[config.mk]
export PLATFORM = sky130hd
export DESIGN_NAME = branch_exec_unit_flat
export DESIGN_NICKNAME = d
export VERILOG_FILES = /design/src/rtl/branch_exec_unit_pkg.sv /design/src/rtl/branch_exec_unit_if.sv /design/src/rtl/branch_resolve.sv /design/src/rtl/branch_exec_unit.sv /design/src/flat_wrapper.sv
export SDC_FILE = /design/constraint.sdc
export NUM_CORES = 1
export LEC_CHECK = 0
export BUFFER_PORTS_ARGS = -buffer_cell sky130_fd_sc_hd__clkbuf_2
export CORE_MARGIN = 2
export CORE_UTILIZATION = 35
export CTS_BUF_LIST = sky130_fd_sc_hd__clkbuf_16
export DETAILED_ROUTE_END_ITERATION = 6
export PLACE_DENSITY_LB_ADDON = 0.15
export SETUP_SLACK_MARGIN = 0.15
export SYNTH_ARGS = -nofsm -noshare
export SYNTH_HDL_FRONTEND = slang
export SYNTH_SLANG_ARGS = --single-unit
[constraint.sdc]
create_clock -name clk -period 4 [get_ports clk]
set_clock_uncertainty 0.1 [all_clocks]
set_input_delay 0.6 -clock clk [delete_from_list [all_inputs] [get_ports clk]]
set_output_delay 0.6 -clock clk [all_outputs]
set_load 0.05 [all_outputs]
[src/rtl/branch_exec_unit_pkg.sv]
// Shared types and constants for the branch execution unit: opcode encodings,
// datapath widths and the resolved-result record carried on the branch CDB.
package branch_exec_unit_pkg;

    localparam int unsigned XLEN  = 32;
    localparam int unsigned TAG_W = 4;
    localparam int unsigned OP_W  = 6;

    localparam logic [OP_W-1:0] OP_JAL  = 6'd1;
    localparam logic [OP_W-1:0] OP_JALR = 6'd2;
    localparam logic [OP_W-1:0] OP_BEQ  = 6'd3;
    localparam logic [OP_W-1:0] OP_BNE  = 6'd4;
    localparam logic [OP_W-1:0] OP_BLT  = 6'd5;
    localparam logic [OP_W-1:0] OP_BGE  = 6'd6;
    localparam logic [OP_W-1:0] OP_BLTU = 6'd7;
    localparam logic [OP_W-1:0] OP_BGEU = 6'd8;

    typedef struct packed {
        logic [TAG_W-1:0] tag;
        logic [XLEN-1:0]  data;
        logic [XLEN-1:0]  target;
        logic             taken;
    } res_t;

endpackage

[src/rtl/branch_exec_unit_if.sv]
// Issue port from the branch reservation station plus the branch CDB slot.
// master = RS/CDB arbiter side, slave = branch execution unit.
interface branch_exec_unit_if;
    import branch_exec_unit_pkg::*;

    logic             in_valid;
    logic             in_ready;
    logic [OP_W-1:0]  in_op;
    logic [XLEN-1:0]  in_reg1;
    logic [XLEN-1:0]  in_reg2;
    logic [XLEN-1:0]  in_imm;
    logic [XLEN-1:0]  in_pc;
    logic [TAG_W-1:0] in_tag;

    logic             cdb_valid;
    logic [TAG_W-1:0] cdb_tag;
    logic [XLEN-1:0]  cdb_data;
    logic [XLEN-1:0]  cdb_target;
    logic             cdb_taken;
    logic             cdb_grant;

    modport master (
        output in_valid, in_op, in_reg1, in_reg2, in_imm, in_pc, in_tag, cdb_grant,
        input  in_ready, cdb_valid, cdb_tag, cdb_data, cdb_target, cdb_taken
    );

    modport slave (
        input  in_valid, in_op, in_reg1, in_reg2, in_imm, in_pc, in_tag, cdb_grant,
        output in_ready, cdb_valid, cdb_tag, cdb_data, cdb_target, cdb_taken
    );

endinterface

[src/rtl/branch_resolve.sv]
// Purely combinational branch/jump resolution: direction, next pc and link value.
module branch_resolve
    import branch_exec_unit_pkg::*;
(
    input  logic [OP_W-1:0] op,
    input  logic [XLEN-1:0] reg1,
    input  logic [XLEN-1:0] reg2,
    input  logic [XLEN-1:0] imm,
    input  logic [XLEN-1:0] pc,
    output logic            taken,
    output logic [XLEN-1:0] target,
    output logic [XLEN-1:0] data
);

    logic [XLEN-1:0] link;
    logic [XLEN-1:0] rel_target;
    logic            is_cond;
    logic            cond;

    assign link       = pc + XLEN'(4);
    assign rel_target = pc + imm;

    always_comb begin
        is_cond = 1'b0;
        cond    = 1'b0;
        taken   = 1'b0;
        target  = link;
        data    = '0;
        case (op)
            OP_JAL: begin
                taken  = 1'b1;
                target = rel_target;
                data   = link;
            end
            OP_JALR: begin
                taken  = 1'b1;
                target = (reg1 + imm) & ~XLEN'(1);
                data   = link;
            end
            OP_BEQ:  begin is_cond = 1'b1; cond = (reg1 == reg2);                   end
            OP_BNE:  begin is_cond = 1'b1; cond = (reg1 != reg2);                   end
            OP_BLT:  begin is_cond = 1'b1; cond = ($signed(reg1) <  $signed(reg2)); end
            OP_BGE:  begin is_cond = 1'b1; cond = ($signed(reg1) >= $signed(reg2)); end
            OP_BLTU: begin is_cond = 1'b1; cond = (reg1 <  reg2);                   end
            OP_BGEU: begin is_cond = 1'b1; cond = (reg1 >= reg2);                   end
            default: ;
        endcase
        if (is_cond) begin
            taken  = cond;
            target = cond ? rel_target : link;
        end
    end

endmodule

[src/rtl/branch_exec_unit.sv]
// Branch execution unit: resolves issued branches and queues the results in a
// small FIFO until the branch CDB slot is granted; a ROB flush empties the queue.
module branch_exec_unit
    import branch_exec_unit_pkg::*;
#(
    parameter int unsigned DEPTH = 2
) (
    input  logic clk,
    input  logic rst,
    input  logic rdy,
    input  logic flush,
    branch_exec_unit_if.slave bus
);

    localparam int unsigned PTR_W = (DEPTH > 1) ? $clog2(DEPTH) : 1;
    localparam int unsigned CNT_W = $clog2(DEPTH + 1);

    logic [PTR_W-1:0] wr_ptr_q, wr_ptr_d;
    logic [PTR_W-1:0] rd_ptr_q, rd_ptr_d;
    logic [CNT_W-1:0] count_q, count_d;
    res_t             mem_q [DEPTH];

    res_t            new_res;
    res_t            head;
    logic            res_taken;
    logic [XLEN-1:0] res_target;
    logic [XLEN-1:0] res_data;
    logic            full;
    logic            push;
    logic            pop;

    branch_resolve u_resolve (
        .op     (bus.in_op),
        .reg1   (bus.in_reg1),
        .reg2   (bus.in_reg2),
        .imm    (bus.in_imm),
        .pc     (bus.in_pc),
        .taken  (res_taken),
        .target (res_target),
        .data   (res_data)
    );

    always_comb begin
        new_res        = '0;
        new_res.tag    = bus.in_tag;
        new_res.data   = res_data;
        new_res.target = res_target;
        new_res.taken  = res_taken;
    end

    // Ready looks only at the registered count, so a full FIFO never accepts on its pop cycle.
    assign full          = (count_q == CNT_W'(DEPTH));
    assign bus.in_ready  = rdy && !rst && !flush && !full;
    assign bus.cdb_valid = (count_q != '0) && !rst;
    assign push          = bus.in_valid && bus.in_ready;
    assign pop           = bus.cdb_valid && bus.cdb_grant && rdy && !flush;

    assign head = mem_q[rd_ptr_q];

    always_comb begin
        bus.cdb_tag    = '0;
        bus.cdb_data   = '0;
        bus.cdb_target = '0;
        bus.cdb_taken  = 1'b0;
        if (bus.cdb_valid) begin
            bus.cdb_tag    = head.tag;
            bus.cdb_data   = head.data;
            bus.cdb_target = head.target;
            bus.cdb_taken  = head.taken;
        end
    end

    always_comb begin
        wr_ptr_d = wr_ptr_q;
        rd_ptr_d = rd_ptr_q;
        count_d  = count_q;
        if (flush) begin
            wr_ptr_d = '0;
            rd_ptr_d = '0;
            count_d  = '0;
        end else begin
            if (push) wr_ptr_d = wr_ptr_q + PTR_W'(1);
            if (pop)  rd_ptr_d = rd_ptr_q + PTR_W'(1);
            if (push && !pop) count_d = count_q + CNT_W'(1);
            if (pop && !push) count_d = count_q - CNT_W'(1);
        end
    end

    always_ff @(posedge clk) begin
        if (rst) begin
            wr_ptr_q <= '0;
            rd_ptr_q <= '0;
            count_q  <= '0;
        end else if (rdy) begin
            wr_ptr_q <= wr_ptr_d;
            rd_ptr_q <= rd_ptr_d;
            count_q  <= count_d;
        end
    end

    always_ff @(posedge clk) begin
        if (rst) begin
            for (int i = 0; i < int'(DEPTH); i++) mem_q[i] <= '0;
        end else if (push) begin
            mem_q[wr_ptr_q] <= new_res;
        end
    end

endmodule

[src/flat_wrapper.sv]
// flat-port wrapper written by rule: the top's interface ports become plain ports
module branch_exec_unit_flat import branch_exec_unit_pkg::*;
#(
    parameter int unsigned DEPTH = 2
)
  (clk, rst, rdy, flush, bus_in_valid, bus_in_op, bus_in_reg1, bus_in_reg2, bus_in_imm, bus_in_pc, bus_in_tag, bus_cdb_grant, bus_in_ready, bus_cdb_valid, bus_cdb_tag, bus_cdb_data, bus_cdb_target, bus_cdb_taken);
  branch_exec_unit_if bus_i ();
  input  logic clk;
  input  logic rst;
  input  logic rdy;
  input  logic flush;
  input wire logic [$bits(bus_i.in_valid)-1:0] bus_in_valid;
  input wire logic [$bits(bus_i.in_op)-1:0] bus_in_op;
  input wire logic [$bits(bus_i.in_reg1)-1:0] bus_in_reg1;
  input wire logic [$bits(bus_i.in_reg2)-1:0] bus_in_reg2;
  input wire logic [$bits(bus_i.in_imm)-1:0] bus_in_imm;
  input wire logic [$bits(bus_i.in_pc)-1:0] bus_in_pc;
  input wire logic [$bits(bus_i.in_tag)-1:0] bus_in_tag;
  input wire logic [$bits(bus_i.cdb_grant)-1:0] bus_cdb_grant;
  output wire logic [$bits(bus_i.in_ready)-1:0] bus_in_ready;
  output wire logic [$bits(bus_i.cdb_valid)-1:0] bus_cdb_valid;
  output wire logic [$bits(bus_i.cdb_tag)-1:0] bus_cdb_tag;
  output wire logic [$bits(bus_i.cdb_data)-1:0] bus_cdb_data;
  output wire logic [$bits(bus_i.cdb_target)-1:0] bus_cdb_target;
  output wire logic [$bits(bus_i.cdb_taken)-1:0] bus_cdb_taken;
  assign bus_i.in_valid = bus_in_valid;
  assign bus_i.in_op = bus_in_op;
  assign bus_i.in_reg1 = bus_in_reg1;
  assign bus_i.in_reg2 = bus_in_reg2;
  assign bus_i.in_imm = bus_in_imm;
  assign bus_i.in_pc = bus_in_pc;
  assign bus_i.in_tag = bus_in_tag;
  assign bus_i.cdb_grant = bus_cdb_grant;
  assign bus_in_ready = bus_i.in_ready;
  assign bus_cdb_valid = bus_i.cdb_valid;
  assign bus_cdb_tag = bus_i.cdb_tag;
  assign bus_cdb_data = bus_i.cdb_data;
  assign bus_cdb_target = bus_i.cdb_target;
  assign bus_cdb_taken = bus_i.cdb_taken;
  branch_exec_unit #(.DEPTH(DEPTH)) u_core (.clk(clk), .rst(rst), .rdy(rdy), .flush(flush), .bus(bus_i));
endmodule
* Word-level counts from Yosys, hierarchy flattened
Memory sizes are Yosys's and may differ from the RTL's. A register that Yosys moved wholly into a read port is not among the register bits. Index checks and enable logic that the tools add are counted.
Cells by class: add/sub/neg operators 7, $lt $le $gt $ge 4, equality and inequality tests 11, mux-type cells 29, reduce and logical (&&, ||, !) cells 25
Operator list (number):
- 2-to-1 mux 32 bit | 5
- 2-to-1 mux 69 bit | 1
- OR reduction 69 bit | 1
- adder 32 bit | 2
- greater-or-equal comparator 32 bit | 2
- less-than comparator 32 bit | 2
- one-hot mux 32 bit (2 select lines) | 1
- adder 32 x 3 -> 32 bit, second input constant | 1
- == test 32 bit | 1
- != test 32 bit | 1
- == test 6 x 3 -> 1 bit, second input constant | 4
- 2-to-1 mux 1 bit | 17
- == test 6 x 2 -> 1 bit, second input constant | 2
- logical AND 1 bit | 10
- == test 6 x 1 -> 1 bit, second input constant | 1
- == test 6 x 4 -> 1 bit, second input constant | 1
- 2-to-1 mux 2 bit | 3
- one-hot mux 1 bit (6 select lines) | 1
- AND reduction 2 bit | 3
- nonzero test 2 bit | 3
- OR reduction 6 bit | 1
- logical NOT 1 bit | 5
- 2-to-1 mux 4 bit | 1
- nonzero test 3 bit | 1
- other kinds (5) | 6
Storage, ports and cells: flip-flop bits (word level) 4, bits in writable memories 138, bits of input ports 144, output and inout port bits 71, logic and storage cells 80, memories kept 1
Memory list:
- u_core.mem_q | words 2, bits a word 69, read ports 1, clocked after memory_dff 1, write ports 2, RTL line branch_exec_unit.sv:21 | res_t mem_q [DEPTH];

* Longest topological paths before layout
Gate-level depths: netlist of run 1.
depth after elaboration 10, depth in mapped cells 12, mapped depth without buffers 11

* Hierarchy
A second synthesis of run 1 with hierarchy kept.
Unflattened totals: cells, all modules 1332, area total of the unflattened synthesis 12285.5 um2
By module, submodules not included:
- branch_exec_unit | times used 1, cells each 486, area each 6452.4 um2, sequential area each 4244.1 um2
- branch_resolve | times used 1, cells each 846, area each 5833.1 um2, sequential area each 0.0 um2

* Worst setup path after synthesis of run 1
Ideal clock, no wire load.
path kind input -> register, from input port flush, to memory u_core.mem_q[0][0] in the netlist's numbering (enable), library setup time 439 ps, arrival 4952 ps, data required time 3461 ps, path slack -1490 ps, stages on the path 5, buffers on the path 1, path through nor4b_1 -> nand2_1 -> or2_1 -> clkbuf_1 -> nand2b_1
RTL lines:
- start, declared | RTL line flat_wrapper.sv:11 | input logic flush;
- end, declared | RTL line branch_exec_unit.sv:21

==> results by group, run 1 <==
Synth
  – Mean Syn Cell Area: 8.90 um^2
  – Synth warnings: 0
  – Mux share of post-synthesis cell area: 0.0641
  – Synth Area in Adders: 0.0997
  – Synth async-reset ratio: 0
  – Ranking of synthesized cells by area: edfxtp_1 (34%), ha_1 (9.6%), nor2_1 (6.6%), mux2i_1 (6.3%), xor2_1 (3.6%)
  – Post-synthesis compound-gate area fraction: 0.189
  – Synth Instances: 1371
  – Post-synth EDFFs: 138
  – Synth area leader: edfxtp_1
  – Yosys reg bits: 143
  – Top-area cell type share of the netlist area: 0.340
  – Post-Synth XOR/XNOR Area: 0.0603
  – Synth cell types: 78
  – Post-synthesis sequential area ratio: 0.348
  – Ys flop type: edfxtp_1
  – Main combinational cell family by area after synthesis: simple AND/OR/NAND/NOR gates
  – Syn_nets: around 1.6k
  – Synthesized area: 12200 um^2
  – Simple-Gate Fraction of Synth Area: 0.201

Critical path
  – Critical path required time: 4.07 ns
  – Reg2reg start: u_core.count_q[0]$_SDFFE_PP0P_
  – Critical setup path kind: in2reg
  – Worst path slowest cell: nor4_1
  – CP max FO: 13
  – WP buf/inv: 3
  – CP dominant cell by count: nor4_1
  – FF-to-FF path depth: 7
  – RR Endpoint: u_core.mem_q[1][12]$_SDFFCE_PN0P_
  – Slowest cell delay on critical path: 0.57 ns
  – Family with the most delay on the worst path: simple AND/OR/NAND/NOR gates
  – Crit path launch type: primary input
  – Critical-path cell list: clkbuf_2, inv_1, ha_1, nand4_1, nor4_1, nand4b_1, mux2_2, a21oi_1, a311oi_1, buf_12, nor4_1, o221ai_1, and2_1
  – CP arrival: 3.83 ns
  – Worst path depth: 13
  – Flop-to-flop setup slack: 1.42 ns
  – Endpoint type of the worst setup path: register

Hold path
  – Hold Path Stages: 2
  – Worst Hold End: u_core.wr_ptr_q$_SDFFE_PP0P_
  – Hold Crit Class: in2reg
  – Hold path start: rdy

Die
  – # IOs: roughly 220
  – DIE AREA: 36400 um^2
  – Horiz. Die Dim: 191 um
  – Core area: 34500 um^2
  – Std-Cell Rows: 68
  – Chip height: ~190 um
  – Starting Density: 0.354

Clock tree
  – Longest Clk Path Bufs: 2
  – CTS H-tree lvls: 4
  – TritonCTS buffer count: 17
  – Worst-Skew Late Latency: 0.42 ns
  – TritonCTS clock tree: done
  – Reg clk slew, reported paths: 0.07 ns
  – # clock sinks: 143
  – Cts hold-fix bufs: 0
  – Root Driver: clkbuf_16

Global route
  – GRT Overall Usage: 0.231
  – Vias in the first global route: 11.1k
  – Largest net degree at the start of global routing: between 50 and 60
  – Initial antenna violation count: 0
  – First-pass GRT wire length: roughly 64000 um
  – Gr ovfl total: 0

Timing
  – Clock period minus worst slack: 3.76 ns
  – Tcrit/Tclk final: 0.939
  – Setup Viol. Count Final: 0
  – Final hold violation count: 0
  – Final Max Tran Viols: 0
  – Measured slew at the worst slew-check pin: 1.11 ns
  – Fmax: 0.266 GHz
  – RSZ-0062 raised after global routing: true
  – Worst hold margin: about 0.34 ns
  – Relative slew slack: 0.263

Placement
  – Placer congestion estimate: slightly above 0.9
  – IO buf count: about 210
  – Post-DP HPWL: 33900 um

Layout
  – Final nets: 1860
  – Most common cell after layout, fill and taps aside: nor2_1
  – Most frequent cells in the layout: nor2_1 (216), clkbuf_2 (214), edfxtp_1 (138)
  – Share of cells above drive strength 1: 0.215
  – Area delta synth->final: 22.4%
  – Util after Layout: 0.433

Routing
  – Vias per inst: 5.51
  – Via count: 11.5k
  – Total wire length: between 40000 and 50000 um
  – Initial DRC Count: 765
  – Wire per inst: 20.1 um
  – Residual DRC: 0
  – First drt pass iteration count: 5
  – ANT nets after route: 0

Power
  – Maximum vdd drop: 0.202 mV
  – Leak: 0.00624 uW
  – PD cells: between 300 and 400 nW/um^2

Job
  – Max-cap violations: 0

Outcome
  – Status: completed
[report_power, final]
part / switching, uW / total (uW) / internal, uW
Clock: 639 / 1690 / 1050
Combinational: 827 / 1320 / 497
Sequential: 17.2 / 1720 / 1700
Total: 1480 / 4730 / 3250
[how the worst max path moves through the flow]
| stage | start | end | slack [ns] |
|---|---|---|---|
| finish | bus_in_reg2[26] | u_core.mem_q[1][18]$_SDFFCE_PN0P_ | 0.24 |
| global route | bus_in_reg2[12] | u_core.mem_q[1][17]$_SDFFCE_PN0P_ | 0.05 |
| CTS | bus_in_reg2[9] | u_core.mem_q[1][17]$_SDFFCE_PN0P_ | 0.36 |
| detailed placement | bus_in_reg1[13] | u_core.mem_q[1][17]$_SDFFCE_PN0P_ | -0.09 |
| global placement | bus_in_reg2[13] | u_core.mem_q[1][17]$_SDFFCE_PN0P_ | -0.05 |
| floorplan | rst | u_core.mem_q[0][0]$_SDFFCE_PN0P_ | 0.18 |
[metrics by stage]
stage / area, um^2 / total power [uW] / setup TNS (ns) / setup WS [ns] / cells
2_1_floorplan: 12200 / 2550 / 0 / 0.176 / 1371
3_3_place_gp: 14300 / 3060 / -0.0826 / -0.0542 / 2056
3_5_place_dp: 14300 / 3060 / -0.820 / -0.0913 / 2056
4_1_cts: 14900 / 4750 / 0 / 0.356 / 2088
5_1_grt: 14900 / 4950 / 0 / 0.0531 / 2088
6_report: 14900 / 4730 / 0 / 0.245 / 2089
[metal layers]
| layer | vias to the layer above | GRT usage | wire length [um] |
|---|---|---|---|
| li1 | 5627 | - | - |
| met1 | 5379 | 0.331 | 19800 |
| met2 | 447 | 0.365 | 18700 |
| met3 | 62 | 0.0278 | 2740 |
| met4 | 0 | 0.0635 | 854 |
| met5 | - | 0 | 0 |
[repair_timing]
| item | in CTS | in global routing |
|---|---|---|
| setup buffers | 0 | 0 |
| setup endpoints to repair | 0 | 17 |
| resized for setup | 0 | 0 |
[Yosys cell counts, types with 6 or more instances]
master    instances
a211oi_1         29
a21boi_0          6
a21o_1           25
a21oi_1          84
a221oi_1         12
a31oi_1          13
and2_1           35
and3_1           20
and4_1            9
buf_1             7
clkbuf_1         57
edfxtp_1        138
ha_1             94
inv_1            50
mux2i_1          77
nand2_1          82
nand2b_1         11
nand3_1          37
nand4_1          20
nor2_1          216
nor2b_1           9
nor3_1           37
nor3b_1           6
nor4_1           12
o211ai_1         19
o21a_1           10
o21ai_0          49
o221ai_1         14
o22ai_1          10
xnor2_1          34
xor2_1           50
[area by class of cell]
type | count | area, um^2
Antenna cell | 1 | 2.50
Clock buffer | 17 | 425
Clock inverter | 15 | 208
Fill cell | 3445 | 19500
Inverter | 50 | 188
Multi-Input combinational cell | 1110 | 7510
Sequential cell | 143 | 4250
Tap cell | 455 | 569
Timing Repair Buffer | 298 | 1780
[registers in the layout (all words and copies together), names as in the netlist, named ones only]
name             cells
u_core.wr_ptr_q      1
u_core.count_q       2
u_core.rd_ptr_q      1
u_core.mem_q       138
[cells by family (layout without fill, tap and decap cells)]
family                     after synthesis  in the layout
DFF                                    143            143
other                                    0              1
adders and majority gates               96             96
AOI/OAI and AO/OA                      335            335
and+or+nand+nor                        517            517
buffers and inverters                  118            380
xor gates and xnor gates                84             84
muxes                                   78             78
Note: power is estimated with default switching activity, not from simulation.
==> run 2, diff against run 1 <==
--- a/config.mk
+++ b/config.mk
@@ -10,7 +10,6 @@
 export CORE_UTILIZATION = 35
 export CTS_BUF_LIST = sky130_fd_sc_hd__clkbuf_16
 export DETAILED_ROUTE_END_ITERATION = 6
-export PLACE_DENSITY_LB_ADDON = 0.15
 export SETUP_SLACK_MARGIN = 0.15
 export SYNTH_ARGS = -nofsm -noshare
 export SYNTH_HDL_FRONTEND = slang
==> run 2 against run 1 <==
  * Critical path depth rose by 1
  * Die area did not move
  * Non-clock buffer count fell by 17
  * Register-to-register slack got worse by 0.03 ns
  * Sequential cell count did not move
  * Fmax rose by 2.5%
  * Cell count fell by 0.81%
  * Hold slack improved by 0.013 ns
  * Global-route usage fell by 0.32 points
  * Utilization fell by 0.45 points
  * Largest power group unchanged
  * Highest routed layer unchanged
==> results by group, run 2 (synthesis gave the netlist of run 1 again) <==
Critical path
  – CP max FO: 13
  – FF-to-FF path depth: 6
  – Reg2reg start: u_core.count_q[0]$_SDFFE_PP0P_
  – RR Endpoint: u_core.mem_q[1][15]$_SDFFCE_PN0P_
  – Critical setup path kind: in2reg
  – CP arrival: 3.70 ns
  – Endpoint type of the worst setup path: register
  – Crit path from: bus_in_reg1[28]
  – Crit path launch type: primary input
  – Flop-to-flop setup slack: 1.39 ns
  – Critical path required time: 4.03 ns
  – CP endpoint: u_core.mem_q[1][17]$_SDFFCE_PN0P_

Power
  – Leak: 0.00613 uW
  – PD cells: 314 nW/um^2
  – Maximum vdd drop: 0.249 mV
  – Tot Pwr: about 4600 uW

Clock tree
  – TritonCTS buffer count: 17
  – Reg clk slew, reported paths: 0.06 ns
  – Worst-Skew Late Latency: 0.42 ns
  – # clock sinks: 143
  – Root Driver: clkbuf_16
  – Longest Clk Path Bufs: 2
  – TritonCTS clock tree: done
  – CTS H-tree lvls: 4

Routing
  – ANT nets after route: 0
  – Residual DRC: 0
  – Vias per inst: approximately 5.6
  – Wire per inst: 20.1 um
  – Via count: 11.6k
  – First drt pass iteration count: 7
  – Initial DRC Count: about 940
  – Total wire length: 41700 um

Placement
  – Cells after DPL: ~2k
  – Post-DP HPWL: 33500 um
  – Placer congestion estimate: 0.938
  – IO buf count: 214

Layout
  – Non-filler cells, final: 2072
  – Max reg flops: about 140
  – Share of cells above drive strength 1: 0.207
  – Area delta synth->final: 21.1%
  – Final nets: 1843
  – Most frequent cells in the layout: nor2_1 (216), clkbuf_2 (214), edfxtp_1 (138)
  – Largest registers: u_core.mem_q: 138 flops, u_core.count_q: 2 flops
  – Most common cell after layout, fill and taps aside: nor2_1
  – Util after Layout: 0.429
  – Reg with most FFs: u_core.mem_q

Outcome
  – Status: completed

Global route
  – Initial antenna violation count: 1
  – Vias in the first global route: 10.9k
  – GRT Overall Usage: 0.228
  – Largest net degree at the start of global routing: a little under 50
  – First-pass GRT wire length: 63300 um
  – Gr ovfl total: 0

Hold path
  – Hold Crit Class: in2reg

Timing
  – RSZ-0062 raised after global routing: false
  – Fmax: 0.273 GHz
  – Final hold violation count: 0
  – Tcrit/Tclk final: 0.916
  – Relative slew slack: 0.311
  – Final Max Tran Viols: 0
  – Clock period minus worst slack: 3.66 ns
  – Measured slew at the worst slew-check pin: 1.03 ns
  – Setup Viol. Count Final: 0

Die
  – DIE AREA: 36400 um^2
  – Horiz. Die Dim: 191 um
  – # IOs: between 200 and 250
  – Std-Cell Rows: 68
  – Starting Density: 0.354
  – Core area: 34500 um^2
  – Chip height: 191 um

Job
  – Max-cap violations: 0
-- run 2: worst max-delay path: stages --
cell,delay [ns]
clkbuf_2,0.12
ha_1,0.29
nand4_1,0.18
nor3_1,0.36
a31oi_1,0.19
a31o_2,0.28
nand2b_1,0.19
a311oi_2,0.37
buf_4,0.28
nor3_1,0.10
buf_4,0.18
o221ai_1,0.33
buf_4,0.19
nor2_1,0.03
-- run 2: layout make-up --
cell class | instances | area, um^2
Fill cell | 3395 | 19700
Multi-Input combinational cell | 1110 | 7530
Sequential cell | 143 | 4250
Timing Repair Buffer | 281 | 1620
Tap cell | 455 | 569
Clock buffer | 17 | 425
Inverter | 50 | 188
Clock inverter | 15 | 184
Antenna cell | 1 | 2.50
-- run 2: repair_timing --
item,4_1_cts,5_1_grt
resized for setup,0,3
setup endpoints to repair,0,6
buffers inserted,0,0
hold buffers,0,0
endpoints found under the hold margin,0,0
-- run 2: per-stage QoR --
step / setup WS, ns / area, um^2 / setup TNS [ns] / hold WS [ns]
after global placement: -0.141 / 14100 / -0.292 / 0.408
final: 0.336 / 14800 / 0 / 0.356
after floorplan: 0.176 / 12200 / 0 / 0.375
after global routing: 0.184 / 14800 / 0 / 0.359
after detailed placement: -0.184 / 14100 / -0.628 / 0.410
after CTS: 0.270 / 14800 / 0 / 0.334
-- run 2: how the worst min path moves through the flow --
stage / startpoint / end / slack [ns] / cells after the start
after floorplan: u_core.wr_ptr_q$_SDFFE_PP0P_ / u_core.wr_ptr_q$_SDFFE_PP0P_ / 0.37 / 2
after global placement: u_core.wr_ptr_q$_SDFFE_PP0P_ / u_core.wr_ptr_q$_SDFFE_PP0P_ / 0.41 / 2
after detailed placement: u_core.wr_ptr_q$_SDFFE_PP0P_ / u_core.wr_ptr_q$_SDFFE_PP0P_ / 0.41 / 2
after CTS: rdy / u_core.wr_ptr_q$_SDFFE_PP0P_ / 0.33 / 2
after global routing: rdy / u_core.wr_ptr_q$_SDFFE_PP0P_ / 0.36 / 2
final: rdy / u_core.wr_ptr_q$_SDFFE_PP0P_ / 0.36 / 2
-- run 2: metal layers --
metal / vias up / global-route usage / routed length, um
met5: - / 0 / 0
met4: 0 / 0.0683 / 979
met3: 56 / 0.0247 / 2880
met2: 491 / 0.367 / 19000
met1: 5421 / 0.321 / 18900
li1: 5586 / - / -
-- run 2: where the power goes --
part           switching (uW)  total, uW  internal (uW)
clock network             635       1620            988
logic                     817       1290            477
registers                17.5       1720           1700
